[src/rtl/bus_arbiter_pkg.sv]
`default_nettype none
// ============================================================================
// Module      : bus_arbiter_pkg
// Description : Shared widths, state encodings and the grant-selection helper
//               for the instruction-fetch / data-memory bus arbiter.
// Revision    : 1.0 - initial release
// ============================================================================
package bus_arbiter_pkg;

  localparam int c_ADDR_W = 32;   // address bus width
  localparam int c_DATA_W = 32;   // data / instruction bus width
  localparam int c_SEL_W  = 4;    // byte-enable width
  localparam int c_WAIT_W = 8;    // wait-cycle counter width

  // Fetches always read a full word.
  localparam logic [c_SEL_W-1:0] c_SEL_ALL = '1;

  typedef enum logic [1:0] {
    ARB_IDLE    = 2'd0,
    ARB_IF_XFER = 2'd1,
    ARB_DM_XFER = 2'd2,
    ARB_RESP    = 2'd3
  } arb_state_t;

  typedef enum logic {
    GRANT_IF = 1'b0,
    GRANT_DM = 1'b1
  } grant_t;

  // Single requester wins outright; on a tie the port that was not granted
  // last time goes next, so neither port can be starved.
  function automatic grant_t pick_grant(input logic   if_req,
                                        input logic   dm_req,
                                        input grant_t last_grant);
    grant_t g;
    if (if_req && dm_req) begin
      if (last_grant == GRANT_IF) g = GRANT_DM;
      else                        g = GRANT_IF;
    end else if (dm_req) begin
      g = GRANT_DM;
    end else begin
      g = GRANT_IF;
    end
    return g;
  endfunction

endpackage : bus_arbiter_pkg
`default_nettype wire

[src/rtl/bus_arbiter.sv]
`default_nettype none
// ============================================================================
// Module      : bus_arbiter
// Description : Arbitrates one shared memory bus between an instruction-fetch
//               port and a data-memory port. One transfer at a time,
//               alternating priority on simultaneous requests, with a
//               wait-cycle timeout that aborts a stuck transfer.
// Revision    : 1.0 - initial release
//
// Ports
//   clk, rst                    : clock, synchronous active-high reset
//   if_req/if_addr              : fetch request and address
//   if_rdata/if_ack             : fetched word, one-cycle completion pulse
//   dm_req/dm_we/dm_sel/
//   dm_addr/dm_wdata            : data request and qualifiers
//   dm_rdata/dm_ack             : read data, one-cycle completion pulse
//   bus_req/bus_we/bus_sel/
//   bus_addr/bus_wdata          : registered shared-bus request
//   bus_rdata/bus_ready         : memory read data and completion strobe
//   stall_if/stall_mem          : pipeline stall requests (combinational)
//   bus_err                     : one-cycle timeout pulse, coincident with ack
// ============================================================================
module bus_arbiter
  import bus_arbiter_pkg::*;
#(
  parameter int unsigned TIMEOUT_CYCLES = 255   // legal range 1..255
) (
  input  logic                clk,
  input  logic                rst,
  // instruction-fetch port
  input  logic                if_req,
  input  logic [c_ADDR_W-1:0] if_addr,
  output logic [c_DATA_W-1:0] if_rdata,
  output logic                if_ack,
  // data-memory port
  input  logic                dm_req,
  input  logic                dm_we,
  input  logic [c_SEL_W-1:0]  dm_sel,
  input  logic [c_ADDR_W-1:0] dm_addr,
  input  logic [c_DATA_W-1:0] dm_wdata,
  output logic [c_DATA_W-1:0] dm_rdata,
  output logic                dm_ack,
  // shared memory bus
  output logic                bus_req,
  output logic                bus_we,
  output logic [c_SEL_W-1:0]  bus_sel,
  output logic [c_ADDR_W-1:0] bus_addr,
  output logic [c_DATA_W-1:0] bus_wdata,
  input  logic [c_DATA_W-1:0] bus_rdata,
  input  logic                bus_ready,
  // pipeline control
  output logic                stall_if,
  output logic                stall_mem,
  output logic                bus_err
);

  // The counter value seen during the last permitted wait cycle; a not-ready
  // cycle at this value is the one that takes the counter to the limit.
  localparam logic [c_WAIT_W-1:0] c_TIMEOUT_LAST = c_WAIT_W'(TIMEOUT_CYCLES - 1);

  // --------------------------------------------------------------------------
  // Registered state
  // --------------------------------------------------------------------------
  arb_state_t           r_state;
  grant_t               r_last_grant;
  logic [c_WAIT_W-1:0]  r_wait_cnt;
  logic                 r_bus_req;
  logic                 r_bus_we;
  logic [c_SEL_W-1:0]   r_bus_sel;
  logic [c_ADDR_W-1:0]  r_bus_addr;
  logic [c_DATA_W-1:0]  r_bus_wdata;
  logic [c_DATA_W-1:0]  r_if_rdata;
  logic [c_DATA_W-1:0]  r_dm_rdata;
  logic                 r_if_ack;
  logic                 r_dm_ack;
  logic                 r_bus_err;

  // --------------------------------------------------------------------------
  // Next-state values
  // --------------------------------------------------------------------------
  arb_state_t           w_state;
  grant_t               w_last_grant;
  grant_t               w_grant;
  logic [c_WAIT_W-1:0]  w_wait_cnt;
  logic                 w_bus_req;
  logic                 w_bus_we;
  logic [c_SEL_W-1:0]   w_bus_sel;
  logic [c_ADDR_W-1:0]  w_bus_addr;
  logic [c_DATA_W-1:0]  w_bus_wdata;
  logic [c_DATA_W-1:0]  w_if_rdata;
  logic [c_DATA_W-1:0]  w_dm_rdata;
  logic                 w_if_ack;
  logic                 w_dm_ack;
  logic                 w_bus_err;
  logic                 w_finish;      // transfer ends this cycle
  logic [c_DATA_W-1:0]  w_resp_data;   // data handed back to the requester

  always_comb begin
    // Hold everything by default; acks and the error pulse default low so
    // they last exactly one cycle.
    w_state      = r_state;
    w_last_grant = r_last_grant;
    w_grant      = pick_grant(if_req, dm_req, r_last_grant);
    w_wait_cnt   = r_wait_cnt;
    w_bus_req    = r_bus_req;
    w_bus_we     = r_bus_we;
    w_bus_sel    = r_bus_sel;
    w_bus_addr   = r_bus_addr;
    w_bus_wdata  = r_bus_wdata;
    w_if_rdata   = r_if_rdata;
    w_dm_rdata   = r_dm_rdata;
    w_if_ack     = 1'b0;
    w_dm_ack     = 1'b0;
    w_bus_err    = 1'b0;
    w_finish     = 1'b0;
    w_resp_data  = '0;

    case (r_state)
      ARB_IDLE: begin
        if (if_req || dm_req) begin
          w_last_grant = w_grant;
          w_wait_cnt   = '0;
          w_bus_req    = 1'b1;
          if (w_grant == GRANT_DM) begin
            w_state     = ARB_DM_XFER;
            w_bus_we    = dm_we;
            w_bus_sel   = dm_sel;
            w_bus_addr  = dm_addr;
            w_bus_wdata = dm_wdata;
          end else begin
            w_state     = ARB_IF_XFER;
            w_bus_we    = 1'b0;
            w_bus_sel   = c_SEL_ALL;
            w_bus_addr  = if_addr;
            w_bus_wdata = '0;
          end
        end
      end

      ARB_IF_XFER, ARB_DM_XFER: begin
        if (bus_ready) begin
          // A ready strobe wins even in the cycle that would time out.
          w_finish    = 1'b1;
          w_resp_data = bus_rdata;
        end else begin
          w_wait_cnt = r_wait_cnt + c_WAIT_W'(1);
          if (r_wait_cnt == c_TIMEOUT_LAST) begin
            w_finish    = 1'b1;
            w_resp_data = '0;
            w_bus_err   = 1'b1;
          end
        end

        if (w_finish) begin
          w_bus_req = 1'b0;
          w_state   = ARB_RESP;
          if (r_state == ARB_DM_XFER) begin
            w_dm_rdata = w_resp_data;
            w_dm_ack   = 1'b1;
          end else begin
            w_if_rdata = w_resp_data;
            w_if_ack   = 1'b1;
          end
        end
      end

      // Ack cycle: no arbitration here, so a request still held high while
      // its ack is visible cannot start a second transfer.
      ARB_RESP: w_state = ARB_IDLE;

      default:  w_state = ARB_IDLE;
    endcase
  end

  always_ff @(posedge clk) begin
    if (rst) begin
      r_state      <= ARB_IDLE;
      r_last_grant <= GRANT_IF;
      r_wait_cnt   <= '0;
      r_bus_req    <= 1'b0;
      r_bus_we     <= 1'b0;
      r_bus_sel    <= '0;
      r_bus_addr   <= '0;
      r_bus_wdata  <= '0;
      r_if_rdata   <= '0;
      r_dm_rdata   <= '0;
      r_if_ack     <= 1'b0;
      r_dm_ack     <= 1'b0;
      r_bus_err    <= 1'b0;
    end else begin
      r_state      <= w_state;
      r_last_grant <= w_last_grant;
      r_wait_cnt   <= w_wait_cnt;
      r_bus_req    <= w_bus_req;
      r_bus_we     <= w_bus_we;
      r_bus_sel    <= w_bus_sel;
      r_bus_addr   <= w_bus_addr;
      r_bus_wdata  <= w_bus_wdata;
      r_if_rdata   <= w_if_rdata;
      r_dm_rdata   <= w_dm_rdata;
      r_if_ack     <= w_if_ack;
      r_dm_ack     <= w_dm_ack;
      r_bus_err    <= w_bus_err;
    end
  end

  // --------------------------------------------------------------------------
  // Outputs
  // --------------------------------------------------------------------------
  assign bus_req   = r_bus_req;
  assign bus_we    = r_bus_we;
  assign bus_sel   = r_bus_sel;
  assign bus_addr  = r_bus_addr;
  assign bus_wdata = r_bus_wdata;
  assign if_rdata  = r_if_rdata;
  assign if_ack    = r_if_ack;
  assign dm_rdata  = r_dm_rdata;
  assign dm_ack    = r_dm_ack;
  assign bus_err   = r_bus_err;

  // Stall drops in the ack cycle so the pipeline advances with the data.
  assign stall_if  = if_req & ~r_if_ack;
  assign stall_mem = dm_req & ~r_dm_ack;

endmodule : bus_arbiter
`default_nettype wire

[config.mk]
export PLATFORM = sky130hd
export DESIGN_NAME = bus_arbiter
export DESIGN_NICKNAME = d
export VERILOG_FILES = /design/src/rtl/bus_arbiter_pkg.sv /design/src/rtl/bus_arbiter.sv
export SDC_FILE = /design/constraint.sdc
export NUM_CORES = 1
export LEC_CHECK = 0
export CAP_MARGIN = 20
export CORE_UTILIZATION = 30
export CTS_CLUSTER_SIZE = 14
export DETAILED_ROUTE_END_ITERATION = 8
export GPL_ROUTABILITY_DRIVEN = 0
export HOLD_SLACK_MARGIN = 0.1
export SETUP_SLACK_MARGIN = 0.05
export SYNTH_ARGS = -nofsm -noshare
export SYNTH_HDL_FRONTEND = slang
export SYNTH_SLANG_ARGS = --single-unit
[constraint.sdc]
create_clock -name clk -period 3.3 [get_ports clk]
set_clock_uncertainty 0.2 [all_clocks]
set_input_delay 0.33 -clock clk [delete_from_list [all_inputs] [get_ports clk]]
set_output_delay 0.33 -clock clk [all_outputs]
set_load 0.03 [all_outputs]
==> run metrics, run 1 <==
Worst path most repeated cell clkdlybuf4s50_1; # setup viols final 0; Worst Slack Setup Final slightly below 0.9 ns; P_leak ~3.3 nW; Die H approximately 130 microns; die area approximately 0.018 sq mm; Routed Antenna Nets 0; postcts setup bufs 0; clock root buffer clkbuf_16; CP Capture Type output pin; Area after DPL about 0.0083 sq mm; GR met2 Demand/Resource 31.84%; CTS resizes 0; top_reg_cell synth dfxtp_1; sequence of cells on the critical path clkdlybuf4s50_1 -> nor2b_1 -> clkdlybuf4s50_1; vias 4881; slowest stage cell, crit path clkdlybuf4s50_1; worst slew margin relative to its limit between 50% and 60%; Hold Path Class in2reg; worst path arrival time 1.89 ns; GRT met3 Usage approximately 4.5%; GR Util met1 between 20% and 30%; CP top delay family buffers and inverters; post-route setup TNS 0 ns; final worst path period share 73.21%; area of the core roughly 0.017 sq mm; Top Usage Layer GRT met2; cts bufs inserted 17; Initial Util a little over 30%; RSZ-0062 raised after global routing false; design area slightly below 0.009 sq mm; clock slew at reported path FFs roughly 0.060 ns; worst vdd ir around 0.39 mV; final-report hold violation count 0; share of cells above drive strength 1 under 10%; final WL ~17000 microns; CTS tree built; # IOs ~280; clk sinks between 100 and 150; WP data required approximately 2.8 ns; Synth top area share between 50% and 60%; DRC violations left 0; first-pass GRT wire length about 26000 microns; Clk Latency, worst-skew pair between 0.4 and 0.5 ns; Post-synth ARST share 0%; worst-path fanout max 6; drt first pass iters 5; H-tree Lvls 4; antenna diode count 0; worst slack at placement about 0.81 ns; CP Class in2out; leading area contributor after synthesis dfxtp_1; largest net degree at the start of global routing between 70 and 80; Vias/cell around 5.0; type of element launching the critical path primary input; flops & latches, synth around 150; Cell Pwr Density just under 800 mW/mm^2; wire length per cell about 17 microns; cell area after synthesis 0.005290 sq mm; CTS max path bufs 2; syn avg cell area 11.11 sq um; Hold Buf Count CTS 0; Iter 0 DRT Violations ~270; Post-Syn Nets 618; GRT overflow 0; outcome complete, no violations; row cnt 48; worst-margin pin slew around 0.66 ns; Yosys Warn Count 0; commonest non-fill, non-tap cell in the layout clkdlybuf4s50_1; gr usage total between 15 and 20%; detailed placer's ending HPWL approximately 12000 microns; chip width around 130 microns; Post-layout nets 880; Final min period roughly 2.4 ns; Layout area overhead 67.46%; Max Clock Freq between 400 and 500 MHz; vias in the first global route 4973; initial antenna violation count 0; Area contributors post-synth dfxtp_1 (56%), a32o_1 (12%), mux2i_1 (6.1%); Worst path max stage delay 0.70 ns; I/O Buffers between 200 and 300; crit path buf inv count 2; synth unique cells 36; most frequent cells in the layout clkdlybuf4s50_1 (274), dfxtp_1 (148), a32o_1 (64); max cap viols 0; register area share after synthesis a little under three fifths; Post-synth EDFFs 0; Cells after Synth 476; fin. max-slew vios 0
-- cells by family after synthesis --
kind of cell,count (synthesis),synth area share [%]
multiplexers,32,6.055
flip-flops,148,56.01
AND/OR/NAND/NOR,83,7.498
adder cells (fa/ha/maj),4,0.9461
XOR/XNOR,1,0.1656
buffers and inverters,49,3.808
AO/OA/AOI/OAI,159,25.52
-- worst reg2reg max path, stage by stage (launching register included) --
cell      delay (ns)
dfxtp_1         0.32
inv_1           0.05
ha_1            0.47
nand2b_1        0.22
nor2_2          0.40
buf_4           0.38
a32o_1          0.22
-- final cells by class --
class / count / area (sq um)
fill: 1498 / 8378
sequential: 148 / 2963
timing repair buffer: 286 / 2840
multi-input combinational: 279 / 2176
clock buffer: 19 / 452.9
tap: 225 / 281.5
clock inverter: 13 / 122.6
inverter: 6 / 22.52
-- sequential cells by signal, summed over array words and instances (netlist names), 2 cells and up --
| register | flops |
|---|---|
| bus_addr | 32 |
| r_wait_cnt | 8 |
| dm_rdata | 32 |
| bus_sel | 4 |
| if_rdata | 32 |
| bus_wdata | 32 |
| r_state | 2 |
-- per-layer routing --
layer  vias to the layer above  wire (microns)
met5                         -               0
li1                       2365               -
met3                        22             851
met2                       156            8772
met1                      2338            6750
met4                         0             409
-- worst paths after layout --
check	from	end	slack, ns	depth (start not counted)
worst min-delay path	bus_ready	if_ack$_SDFF_PP0_	0.15	3
worst max register to register	r_state[1]$_SDFFE_PP0P_	dm_rdata[5]$_SDFFE_PP0P_	0.97	6
worst min register to register	dm_rdata[30]$_SDFFE_PP0P_	dm_rdata[30]$_SDFFE_PP0P_	0.26	1
worst max-delay path	if_req	stall_if	0.88	3
-- report_power, final --
part           total, mW  internal, mW  switching [mW]
registers           2.38          2.18           0.209
logic               2.78          1.16            1.62
clock network       1.85          1.09           0.766
-- synthesized netlist by cell type, types with 2 or more instances --
cell type and count:
a211oi_1 33, a21o_1 3, a21oi_1 9, a22o_1 33, a31oi_1 2, a32o_1 64, buf_2 14, clkbuf_1 28
dfxtp_1 148, ha_1 4, inv_1 6, mux2i_1 32, nand2_1 7, nor2_1 50, nor2b_1 2, nor3_1 7
nor4_1 2, o21a_1 2, o21ai_0 9, or3_1 5
-- per-stage QoR --
step	std cells	util, %	power, mW	hold slack (ns)
finish	976	51.39	7.015	0.1486
global route	976	51.39	7.372	0.1813
CTS	976	51.39	7.099	0.1234
detailed placement	944	48.05	5.214	0.2537
global placement	944	48.05	5.161	0.2469
floorplan	476	-	3.996	0.2212
No activity file was read; power rests on OpenSTA's default activity.
==> inputs of run 2 (changes only) <==
--- a/config.mk
+++ b/config.mk
@@ -11,6 +11,7 @@
 export DETAILED_ROUTE_END_ITERATION = 8
 export GPL_ROUTABILITY_DRIVEN = 0
 export HOLD_SLACK_MARGIN = 0.1
+export PLACE_DENSITY = 0.66
 export SETUP_SLACK_MARGIN = 0.05
 export SYNTH_ARGS = -nofsm -noshare
 export SYNTH_HDL_FRONTEND = slang
==> constraint.sdc (replaced) <==
create_clock -name clk -period 2.1 [get_ports clk]
set_clock_uncertainty 0.2 [all_clocks]
set_input_delay 0.21 -clock clk [delete_from_list [all_inputs] [get_ports clk]]
set_output_delay 0.21 -clock clk [all_outputs]
set_load 0.03 [all_outputs]
==> run 2 against run 1 <==
Effect of this change: utilization is 1.4 points higher; sequential share of layout area is 0.82 points lower; critical path depth up 3; global-route usage down 0.35 points; first-iteration DRC count down 10%; power increased by 64%; flip-flop and latch count is the same; final area grew 2.7%; worst setup slack got worse by 0.79 ns; largest power group unchanged; highest routed layer unchanged.
==> run metrics, run 2 (same netlist as run 1, synthesis figures left out) <==
Clk Latency, worst-skew pair 0.41 ns (about the same); I/O Buffers 276 (unchanged); Finished Layout Cells 989 (+1.3%); Post-layout nets 894 (+1.6%); register area 0.002967 sq mm (+0.13%); worst-path fanout max 6 (unchanged); first-pass GRT wire length 25330 microns (-1.7%); CP Capture Type flip-flop; type of element launching the critical path flip-flop; fin. max-slew vios 0 (unchanged); Routed Antenna Nets 0 (unchanged); gr usage total 17.93% (-0.35 points); Worst Slack Setup Final 0.09657 ns (-0.7875 ns); vias in the first global route 4967 (-0.12%); final-report hold violation count 0 (unchanged); Hold WS 0.1817 ns (+0.03310 ns); share of cells above drive strength 1 9.293% (+2.0 points); worst slack at placement -0.1864 ns (-0.9956 ns); wire length per cell 16.93 microns (-1.5%); Layout area overhead 71.90%; vias 4984 (+2.1%); clock slew at reported path FFs 0.06 ns (about the same); Power, Total 11.51 mW (+64%); Placed Cells 953 (+0.95%); Final min period 2.003 ns; # IOs 277 (unchanged); cts bufs inserted 17 (unchanged); switching share of power 35.02% (-2.0 points); CTS max path bufs 2 (unchanged); initial antenna violation count 0 (unchanged); RSZ-0062 raised after global routing false; detailed placer's ending HPWL 12210 microns (+1.8%); chip width 134.8 microns (unchanged); worst vdd ir 0.6989 mV (+81%); commonest non-fill, non-tap cell in the layout clkdlybuf4s50_1; combinational share of power 39.6% (about the same); clk sinks 148 (unchanged); Die H 134.8 microns (unchanged); worst path arrival time 2.15 ns (+0.26 ns); die area 0.01817 sq mm (unchanged); clock root buffer clkbuf_16; GRT overflow 0 (unchanged); most frequent cells in the layout clkdlybuf4s50_1 (272), dfxtp_1 (145), a32o_1 (64); # setup viols final 0 (unchanged); largest net degree at the start of global routing 70 (-1.4%); sequential power share 32.5% (-1.5 points); worst slew margin relative to its limit 51.29% (-4.6 points); antenna diode count 0 (unchanged); Clock power frac 27.9% (+1.5 points); worst-margin pin slew 0.7299 ns (+0.06819 ns); max cap viols 0 (unchanged); multi-input combinational cell area 0.002185 sq mm (+0.40%); NetSw 4.032 mW (+55%); layout filler cell count 1460 (-2.5%); Vias/cell 5.039 (+0.77%); Cell Pwr Density 1266 mW/mm^2 (+60%); row cnt 48 (unchanged); WP data required 2.24 ns (-0.53 ns); H-tree Lvls 4 (unchanged); P_leak 3.396 nW (+3.3%); CP Class reg2reg; outcome complete, no violations; DRC violations left 0 (unchanged); final WL 16750 microns (-0.21%); P_int 7.482 mW (+69%); Hold Path Class in2reg; Max Clock Freq 499.1 MHz; final worst path period share between 90% and 100%; CTS tree built; drt first pass iters 4 (-1); Initial Util 30.69% (unchanged); Iter 0 DRT Violations 241 (-10%); area of the core 0.01724 sq mm (unchanged)
==> run 2: cell types whose count changed in the layout (fill, tap and decap cells not counted), sizes merged <==
cell	change
buf	+13
clkbuf	+6
clkinv	-6
bufinv	+3
inv	-3
clkdlybuf4s50	-2
dlygate4sd3	+2
==> run 2: area by class of cell <==
type / instances / share of cell area (%)
clock buffer: 24 / 5.297
clock inverter: 7 / 1.596
inverter: 6 / 0.2477
multi-input combinational: 279 / 24.02
sequential: 148 / 32.62
tap: 225 / 3.096
timing repair buffer: 300 / 33.12
==> run 2: critical path, cell delays in order (launching register included) <==
cell and delay (ns):
dfxtp_2 0.33, inv_2 0.05, ha_4 0.27, nor2_1 0.05
or4b_4 0.57, or3_1 0.32, a21oi_1 0.15
==> run 2: layer usage <==
layer  GRT usage, %  share of wire (%)  up-vias
met2          32.39                 53      160
met4          9.363                3.0        0
met5              0                  0        -
li1               -                  -     2389
met3          3.866                4.7       37
met1          19.61                 39     2398
==> run 2: power groups by stage <==
stage / clock network (mW) / logic (mW) / registers [mW]
finish: 3.21 / 4.56 / 3.74
global route: 3.42 / 4.83 / 3.82
CTS: 3.29 / 4.53 / 3.74
detailed placement: 0 / 4.48 / 3.79
global placement: 0 / 4.38 / 3.77
floorplan: 0 / 1.42 / 4.90
==> run 2: metrics by stage <==
step                      util (%)  setup TNS (ns)  area (sq um)
after floorplan                  -               0          5303
after global placement       48.56          -14.62          8371
after detailed placement     48.65          -5.859          8386
after CTS                    52.49               0          9047
after global routing         52.76               0          9094
final                        52.76               0          9094
==> run 2: timing repair <==
item / in CTS / in global routing
setup buffers: 2 / 0
hold buffers: 2 / 0
endpoints found under the hold margin: 5 / 0
gates resized for setup: 0 / 8
pin swaps: 2 / 2
setup endpoints to repair: 3 / 68
gates cloned: 0 / 1
==> run 2: path summary, 6_finish.rpt <==
path | start | to | slack, ns | cells past startpoint
worst min-delay path | dm_wdata[23] | bus_wdata[23]$_SDFFE_PP0P_ | 0.18 | 2
worst max-delay path | r_state[1]$_SDFFE_PP0P_ | r_wait_cnt[3]$_SDFFE_PP0P_ | 0.1 | 6
worst max register to register | r_state[1]$_SDFFE_PP0P_ | r_wait_cnt[3]$_SDFFE_PP0P_ | 0.1 | 6
worst min register to register | if_rdata[8]$_SDFFE_PP0P_ | if_rdata[8]$_SDFFE_PP0P_ | 0.26 | 1
